<file path="src/rtl/ieee_fixed_to_float.sv">
// Converts a 5.5 fixed-point operand into an IEEE-754 single-precision word, one cycle latency.
// Define IEEE_SIGNED_EN to treat in1[4] as a sign bit over a 4-bit integer magnitude.
module ieee_fixed_to_float (
    input  logic        clk,
    input  logic        rst_n,
    input  logic [4:0]  in1,
    input  logic [4:0]  in2,
    input  logic        in_valid,
    output logic [31:0] out,
    output logic [22:0] mantissa,
    output logic [7:0]  exponent,
    output logic [4:0]  temp,
    output logic [4:0]  temp2,
    output logic        out_valid
);

    localparam int unsigned XWidth   = 10;
    localparam int unsigned FracBits = 5;
    localparam int unsigned Bias     = 127;
    localparam int unsigned ManWidth = 23;

    // Exponent of the leading one at bit 0, i.e. the smallest non-zero value 1/32.
    localparam logic [7:0] ExpBase = 8'(Bias - FracBits);

    logic [XWidth-1:0]   mag_x;
    logic                sign_in;
    logic                is_zero;
    logic [3:0]          lead_pos;
    logic [4:0]          shift_amt;
    logic [7:0]          exp_calc;
    logic [ManWidth-1:0] mant_calc;

    logic                sign_d,      sign_q;
    logic [7:0]          exponent_d,  exponent_q;
    logic [ManWidth-1:0] mantissa_d,  mantissa_q;
    logic [4:0]          temp_d,      temp_q;
    logic [4:0]          temp2_d,     temp2_q;
    logic                out_valid_d, out_valid_q;

    always_comb begin
`ifdef IEEE_SIGNED_EN
        mag_x   = {1'b0, in1[3:0], in2};
        sign_in = in1[4];
`else
        mag_x   = {in1, in2};
        sign_in = 1'b0;
`endif
        is_zero = (mag_x == '0);
    end

    // Highest set bit wins because later iterations override earlier ones.
    always_comb begin
        lead_pos = 4'd0;
        for (int i = 0; i < XWidth; i++) begin
            if (mag_x[i]) begin
                lead_pos = 4'(i);
            end
        end
    end

    // Shifting the implicit one to bit 23 drops it off the top of the 23-bit field.
    always_comb begin
        shift_amt = 5'(ManWidth) - {1'b0, lead_pos};
        mant_calc = {13'b0, mag_x} << shift_amt;
        exp_calc  = ExpBase + {4'b0, lead_pos};
    end

    always_comb begin
        sign_d      = sign_q;
        exponent_d  = exponent_q;
        mantissa_d  = mantissa_q;
        temp_d      = temp_q;
        temp2_d     = temp2_q;
        out_valid_d = in_valid;
        if (in_valid) begin
            temp_d  = in1;
            temp2_d = in2;
            if (is_zero) begin
                sign_d     = 1'b0;
                exponent_d = 8'd0;
                mantissa_d = '0;
            end else begin
                sign_d     = sign_in;
                exponent_d = exp_calc;
                mantissa_d = mant_calc;
            end
        end
    end

    always_ff @(posedge clk or negedge rst_n) begin
        if (!rst_n) begin
            sign_q      <= 1'b0;
            exponent_q  <= 8'd0;
            mantissa_q  <= '0;
            temp_q      <= 5'd0;
            temp2_q     <= 5'd0;
            out_valid_q <= 1'b0;
        end else begin
            sign_q      <= sign_d;
            exponent_q  <= exponent_d;
            mantissa_q  <= mantissa_d;
            temp_q      <= temp_d;
            temp2_q     <= temp2_d;
            out_valid_q <= out_valid_d;
        end
    end

    assign out       = {sign_q, exponent_q, mantissa_q};
    assign mantissa  = mantissa_q;
    assign exponent  = exponent_q;
    assign temp      = temp_q;
    assign temp2     = temp2_q;
    assign out_valid = out_valid_q;

endmodule

</file>
<file path="config.mk">
export PLATFORM = sky130hd
export DESIGN_NAME = ieee_fixed_to_float
export DESIGN_NICKNAME = d
export VERILOG_FILES = /design/src/rtl/ieee_fixed_to_float.sv
export SDC_FILE = /design/constraint.sdc
export NUM_CORES = 1
export LEC_CHECK = 0
export BUFFER_PORTS_ARGS = -buffer_cell sky130_fd_sc_hd__buf_2
export CAP_MARGIN = 20
export CORE_MARGIN = 2
export CORE_UTILIZATION = 39
export CTS_CLUSTER_DIAMETER = 60
export CTS_CLUSTER_SIZE = 28
export DETAILED_ROUTE_END_ITERATION = 8
export PLACE_DENSITY_LB_ADDON = 0.05
export SLEW_MARGIN = 0
export SYNTH_ARGS = -nofsm -noshare
export SYNTH_HDL_FRONTEND = slang
export SYNTH_SLANG_ARGS = --single-unit
export TNS_END_PERCENT = 5
</file>
<file path="constraint.sdc">
create_clock -name clk -period 1.3 [get_ports clk]
set_input_delay 0.195 -clock clk [delete_from_list [all_inputs] [get_ports clk]]
set_output_delay 0.195 -clock clk [all_outputs]
set_load 0.1 [all_outputs]
</file>
==> impl_results.md, run 1 <==
* Worst Path Class, Setup: in -> reg
* Tot GR Track Use at about 18%
* Final #Nets at around 310
* Initial antenna violation count at 0
* Pwr per Cell Area at 1340 nW/um^2
* Gate Count Post-Synth at ~210
* Initial core utilization at between 30% and 40%
* Fmax at 0.697 GHz
* Minimum clock period at between 1 and 1.5 ns
* Cell Chain, Critical Path: buf_6 > nor2b_4 > o21a_1 > or3_4 > mux2_4 > a221oi_2 > o41ai_1
* Boundary Pins at 87
* Crit path required time at 1.48 ns
* Iteration-0 DRC Markers at between 50 and 60
* Skew final at 0 ns
* Yosys warnings at 0
* Hold crit path type: in -> reg
* Average wire per standard cell at 14.6 um
* Reg2reg setup slack at 0.30 ns
* Post-synth ARST share at 100%
* GRT overflow at 0
* DRC errors left at 0
* Post-synth EDFFs at 0
* # clock sinks at 41
* CTS Buf Count at 5
* Routed Antenna Nets at 0
* Leakage at approximately 1.7 nW
* Max Slew Vio Count at 0
* CTS clock-pin slew for the worst setup and hold paths at 0.08 ns
* Status: complete, but fails checks
* Tot Pwr at 0.00476 W
* Startpoint Class: input port
* Synthesized cell area at ~2100 sq um
* Pin count of the biggest net entering global routing at 42
* Routed vias/inst at a little under 5
* Mapped Nets at around 220
* Max-Cap Viols at 0
* Worst-Skew Late Latency at about 0.29 ns
* Die ar. at between 6000 and 7000 sq um
* Ys flop type: dfrtp_1
* Crit-path slowest cell: or3_4
* Vias at ~1,800
* Failing checks: negative setup slack
* Root Driver: clkbuf_8
* Die Span Y at about 78 um
* Core Area at ~5400 sq um
* Layout area overhead at 65.9%
* Synth unique cells at 40
* Crit end category: register
* CP peak stage delay at roughly 0.36 ns
* Vias in the first global route at ~1,800
* H-Tree Depth at 2
* Port bufs at 85
* Routed wire length at between 5 and 6 mm
* Final period utilization at 110%
* Max VDD drop at slightly below 0.0007 V
* Final hold vios at 0
* # rows at 27
* Drt first pass iters at 4
* Commonest non-fill, non-tap cell in the layout: buf_4
* Final Util at between 60 and 70%
* Share of layout cells above drive strength 1 at between 50% and 60%
* Seq cells post-synth at slightly above 40
* Placer Congestion at ~0.93
* N_diodes at 0
* Max FO, Critical Path at 4
* Register area share after synthesis at 47.7%
* Final worst slack at -0.135 ns
* First-pass GRT wire length at 8.79 mm
* Commonest non-fill, non-tap cells in the layout: buf_4 (44), dfrtp_1 (40), buf_12 (37)
* Final setup vio count at 8
* Hpwl dp at 4.16 mm
* CTS tree: done
* Longest Clk Path Bufs at 2
* RSZ-0062 raised after global routing: true
* Die width at just under 80 um
* Crit path DAT at between 1.5 and 2 ns
* Post-synthesis area per instance at between 10 and 15 sq um
## cell usage after synthesis (3+ instances only)
| cell type | number | area share [%] |
|---|---|---|
| o2bb2ai_1 | 8 | 3.3 |
| nand2_1 | 8 | 1.4 |
| buf_2 | 4 | 0.93 |
| buf_4 | 33 | 12 |
| o21ai_0 | 5 | 1.2 |
| mux2i_1 | 3 | 1.4 |
| nor2b_1 | 16 | 4.7 |
| mux2_2 | 11 | 5.8 |
| nor3_1 | 4 | 0.93 |
| inv_1 | 13 | 2.3 |
| o21a_1 | 3 | 1.0 |
| nor2_1 | 11 | 1.9 |
| a21oi_1 | 9 | 2.1 |
| dfrtp_1 | 41 | 48 |
| clkbuf_1 | 7 | 1.2 |
## area by class of cell
class / count / area (sq um)
clock inverters: 3 / 68.8
clock buffers: 5 / 68.8
fillers: 421 / 1840
multi-input cells: 111 / 880
inverters: 13 / 48.8
flip-flops and latches: 41 / 1030
well taps: 72 / 90.1
repair buffers: 126 / 1380
## worst paths after layout
| kind | start | to | cells after the start |
|---|---|---|---|
| max in group asynchronous | rst_n | exponent[6]$_DFFE_PN0P_ | 3 |
| min in group asynchronous | rst_n | mantissa[13]$_DFFE_PN0P_ | 3 |
| setup / recovery | in2[1] | mantissa[20]$_DFFE_PN0P_ | 7 |
| hold / removal | in1[1] | temp[1]$_DFFE_PN0P_ | 2 |
| setup reg to reg | mantissa[22]$_DFFE_PN0P_ | mantissa[22]$_DFFE_PN0P_ | 4 |
| hold reg to reg | temp[2]$_DFFE_PN0P_ | temp[2]$_DFFE_PN0P_ | 1 |
## repair_timing
item                                   CTS  global route
setup endpoints to repair               31            42
setup buffers                            1             1
hold buffers                             1             0
pin swaps                                7             4
endpoints found under the hold margin   41             0
gates resized for setup                 17            37
## through the flow
| step | instance area [sq um] | TNS (ns) | cells | hold slack [ns] | setup slack [ns] |
|---|---|---|---|---|---|
| after floorplan | 2200 | -10.87 | 209 | -0.101 | -0.431 |
| after global placement | 3240 | -6.05 | 360 | 0.181 | -0.517 |
| after detailed placement | 3240 | -6.29 | 360 | 0.186 | -0.562 |
| after CTS | 3450 | -0.736 | 370 | 0.183 | -0.189 |
| after global routing | 3570 | -1.17 | 371 | 0.175 | -0.155 |
| final | 3570 | -0.386 | 371 | 0.179 | -0.135 |
## worst max-delay path, delay by kind of cell
| kind | cells | cell delay, ns |
|---|---|---|
| compound gates | 3 | 0.53 |
| simple gates | 2 | 0.47 |
| buf+inv | 1 | 0.09 |
| mux | 1 | 0.32 |
## where the power goes
group | internal (W) | switching [W]
clock | 0.000773 | 0.000465
combinational | 0.000682 | 0.00136
sequential | 0.00136 | 0.000124
total | 0.00281 | 0.00195
## cells by family (layout without fill, tap and decap cells)
logic type / Yosys count / after routing / share of synthesized area (%)
flops: 41 / 41 / 47.7
simple gates: 50 / 50 / 12.0
fa+ha+maj: 2 / 2 / 1.16
other cells: 1 / 1 / 0.174
mux: 15 / 15 / 7.86
buf+inv: 57 / 147 / 15.9
compound gates: 43 / 43 / 15.1
## registers in the layout, indices dropped and copies added, names as in the netlist
| name | flops |
|---|---|
| mantissa | 23 |
| exponent | 7 |
| temp2 | 5 |
| temp | 5 |
| out_valid | 1 |
## per-layer routing
layer  part of all wire [%]  vias up  GRT usage [%]
li1                       -      867              -
met3                    4.9        7           4.71
met4                    1.4        0           5.96
met5                      0        -              0
met1                     43      888           23.4
met2                     50       53           29.6
Note: power is estimated with default switching activity, not from simulation.
==> run 2: changes to the inputs <==
- CELL_PAD_IN_SITES_DETAIL_PLACEMENT: default -> 1
- CELL_PAD_IN_SITES_GLOBAL_PLACEMENT: default -> 1
- CORE_UTILIZATION: 39 -> 38
==> impl_results.md, run 2 (synthesis gave the netlist of run 1 again) <==
* Worst-Skew Late Latency at about 0.3 ns
* Longest Clk Path Bufs at 2
* Hold crit path type: in -> reg
* Final #Nets at about 310
* Slew margin rel. at 62.9%
* Commonest non-fill, non-tap cells in the layout: buf_4 (69), dfrtp_1 (41), buf_12 (36)
* Routed vias/inst at between 5 and 6
* Minimum clock period at 1.48 ns
* Failing checks: negative setup slack
* Drt first pass iters at 4
* Max VDD drop at between 0.0008 and 0.0009 V
* Tot Pwr at around 0.0046 W
* Routed wire length at roughly 7 mm
* Die Span Y at slightly below 80 um
* Pwr per Cell Area at ~1300 nW/um^2
* Max reg flops at 23
* Placer Congestion at 0.877
* Commonest non-fill, non-tap cell in the layout: buf_4
* Layout area overhead at 65.5%
* Max FO, Critical Path at 3
* Startpoint Class: input port
* Crit path required time at between 1 and 1.5 ns
* Initial antenna violation count at 0
* Status: complete, but fails checks
* Final period utilization at 114%
* Worst hold slack at slightly below 0.2 ns
* N_diodes at 0
* Iteration-0 DRC Markers at 61
* Final hold vios at 0
* DRC errors left at 0
* Die ar. at 6270 sq um
* Port bufs at 85
* Leakage at approximately 1.7 nW
* Core Area at ~5500 sq um
* R2R cell count at 4
* Die width at 79.2 um
* Hpwl dp at ~5.1 mm
* Vias at 1,878
* Vias in the first global route at around 2,000
* Max Slew Vio Count at 0
* End of the critical path: mantissa[20]$_DFFE_PN0P_
* Critical R2R Capture: mantissa[22]$_DFFE_PN0P_
* Routed Antenna Nets at 0
* # rows at 27
* Crit end category: register
* Worst setup path startpoint: in2[1]
* Worst slew pin tran at 0.556 ns
* Worst Path Class, Setup: in -> reg
* CTS tree: done
* Final setup vio count at 10
* Fmax at just under 0.7 GHz
* Share of layout cells above drive strength 1 at between 50% and 60%
* RR Startpoint: mantissa[22]$_DFFE_PN0P_
* CTS Buf Count at 5
* First-pass GRT wire length at 10.8 mm
* RSZ-0062 raised after global routing: true
* H-Tree Depth at 2
* # clock sinks at 41
* CTS clock-pin slew for the worst setup and hold paths at about 0.080 ns
* Boundary Pins at 87
* Final worst slack at -0.177 ns
* Average wire per standard cell at around 18 um
* Pin count of the biggest net entering global routing at 27
* Initial core utilization at 39.3%
* Skew final at 0 ns
* Root Driver: clkbuf_8
* Tot GR Track Use at approximately 23%
* Crit path DAT at around 1.7 ns
* Max-Cap Viols at 0
* Reg2reg setup slack at about 0.28 ns
* GRT overflow at 0
==> run 2: cell types whose count changed in the layout (fill, tap and decap cells not counted), sizes merged <==
cell	delta
clkinv	+1
clkinvlp	+1
clkbuf	-19
buf	+20
bufinv	-1
inv	-1
==> run 2: cell type report <==
class / instances / area (sq um)
clock buffers: 5 / 68.8
clock inverters: 3 / 46.3
fillers: 586 / 1910
inverters: 13 / 48.8
multi-input cells: 111 / 897
flip-flops and latches: 41 / 1030
well taps: 72 / 90.1
repair buffers: 127 / 1380
==> run 2: worst min-delay path by stage <==
stage | startpoint | depth (start not counted) | slack [ns] | endpoint
final | in1[2] | 2 | 0.19 | temp[2]$_DFFE_PN0P_
after global placement | rst_n | 1 | 0.15 | exponent[5]$_DFFE_PN0P_
after detailed placement | rst_n | 1 | 0.15 | exponent[5]$_DFFE_PN0P_
after CTS | in1[2] | 2 | 0.18 | temp[2]$_DFFE_PN0P_
after global routing | in1[2] | 2 | 0.19 | temp[2]$_DFFE_PN0P_
after floorplan | rst_n | 0 | -0.10 | exponent[0]$_DFFE_PN0P_
==> run 2: metrics by stage <==
| step | instance area, sq um | setup slack (ns) | cells | utilization, % | TNS, ns |
|---|---|---|---|---|---|
| 2_1_floorplan | 2200 | -0.431 | 209 | - | -10.87 |
| 3_3_place_gp | 3230 | -0.510 | 361 | 59.0 | -6.16 |
| 3_5_place_dp | 3230 | -0.538 | 361 | 59.0 | -6.85 |
| 4_1_cts | 3520 | -0.159 | 372 | 64.3 | -0.578 |
| 5_1_grt | 3560 | -0.216 | 372 | 65.0 | -1.10 |
| 6_report | 3560 | -0.177 | 372 | 65.0 | -0.569 |
==> run 2: report_power, final <==
group | switching, W | internal (W) | total [W]
Combinational | 0.00139 | 0.000685 | 0.00208
Sequential | 0.000127 | 0.00136 | 0.00149
Clock | 0.000507 | 0.000576 | 0.00108
==> run 2: critical path, cell delays in order <==
cell,delay (ns)
buf_6,0.09
nor2b_1,0.12
o21a_1,0.18
or3_4,0.39
mux2_4,0.32
a221oi_2,0.27
o41ai_2,0.09
==> run 2: repair_timing <==
item / in CTS / in global routing
pin swaps: 4 / 1
setup buffers: 2 / 0
hold endpoints to repair: 15 / 0
gates resized for setup: 50 / 13
setup endpoints to repair: 49 / 25
hold buffers: 1 / 0
==> run 2: metal layers <==
metal  share of wire, %  global-route usage [%]  wire [um]  vias to the layer above
met2                 53                    40.0       3650                       63
li1                   -                       -          -                      863
met1                 40                    28.0       2780                      944
met5                  0                       0          0                        -
met3                5.6                    5.68        384                        8
met4               0.90                    6.03         62                        0
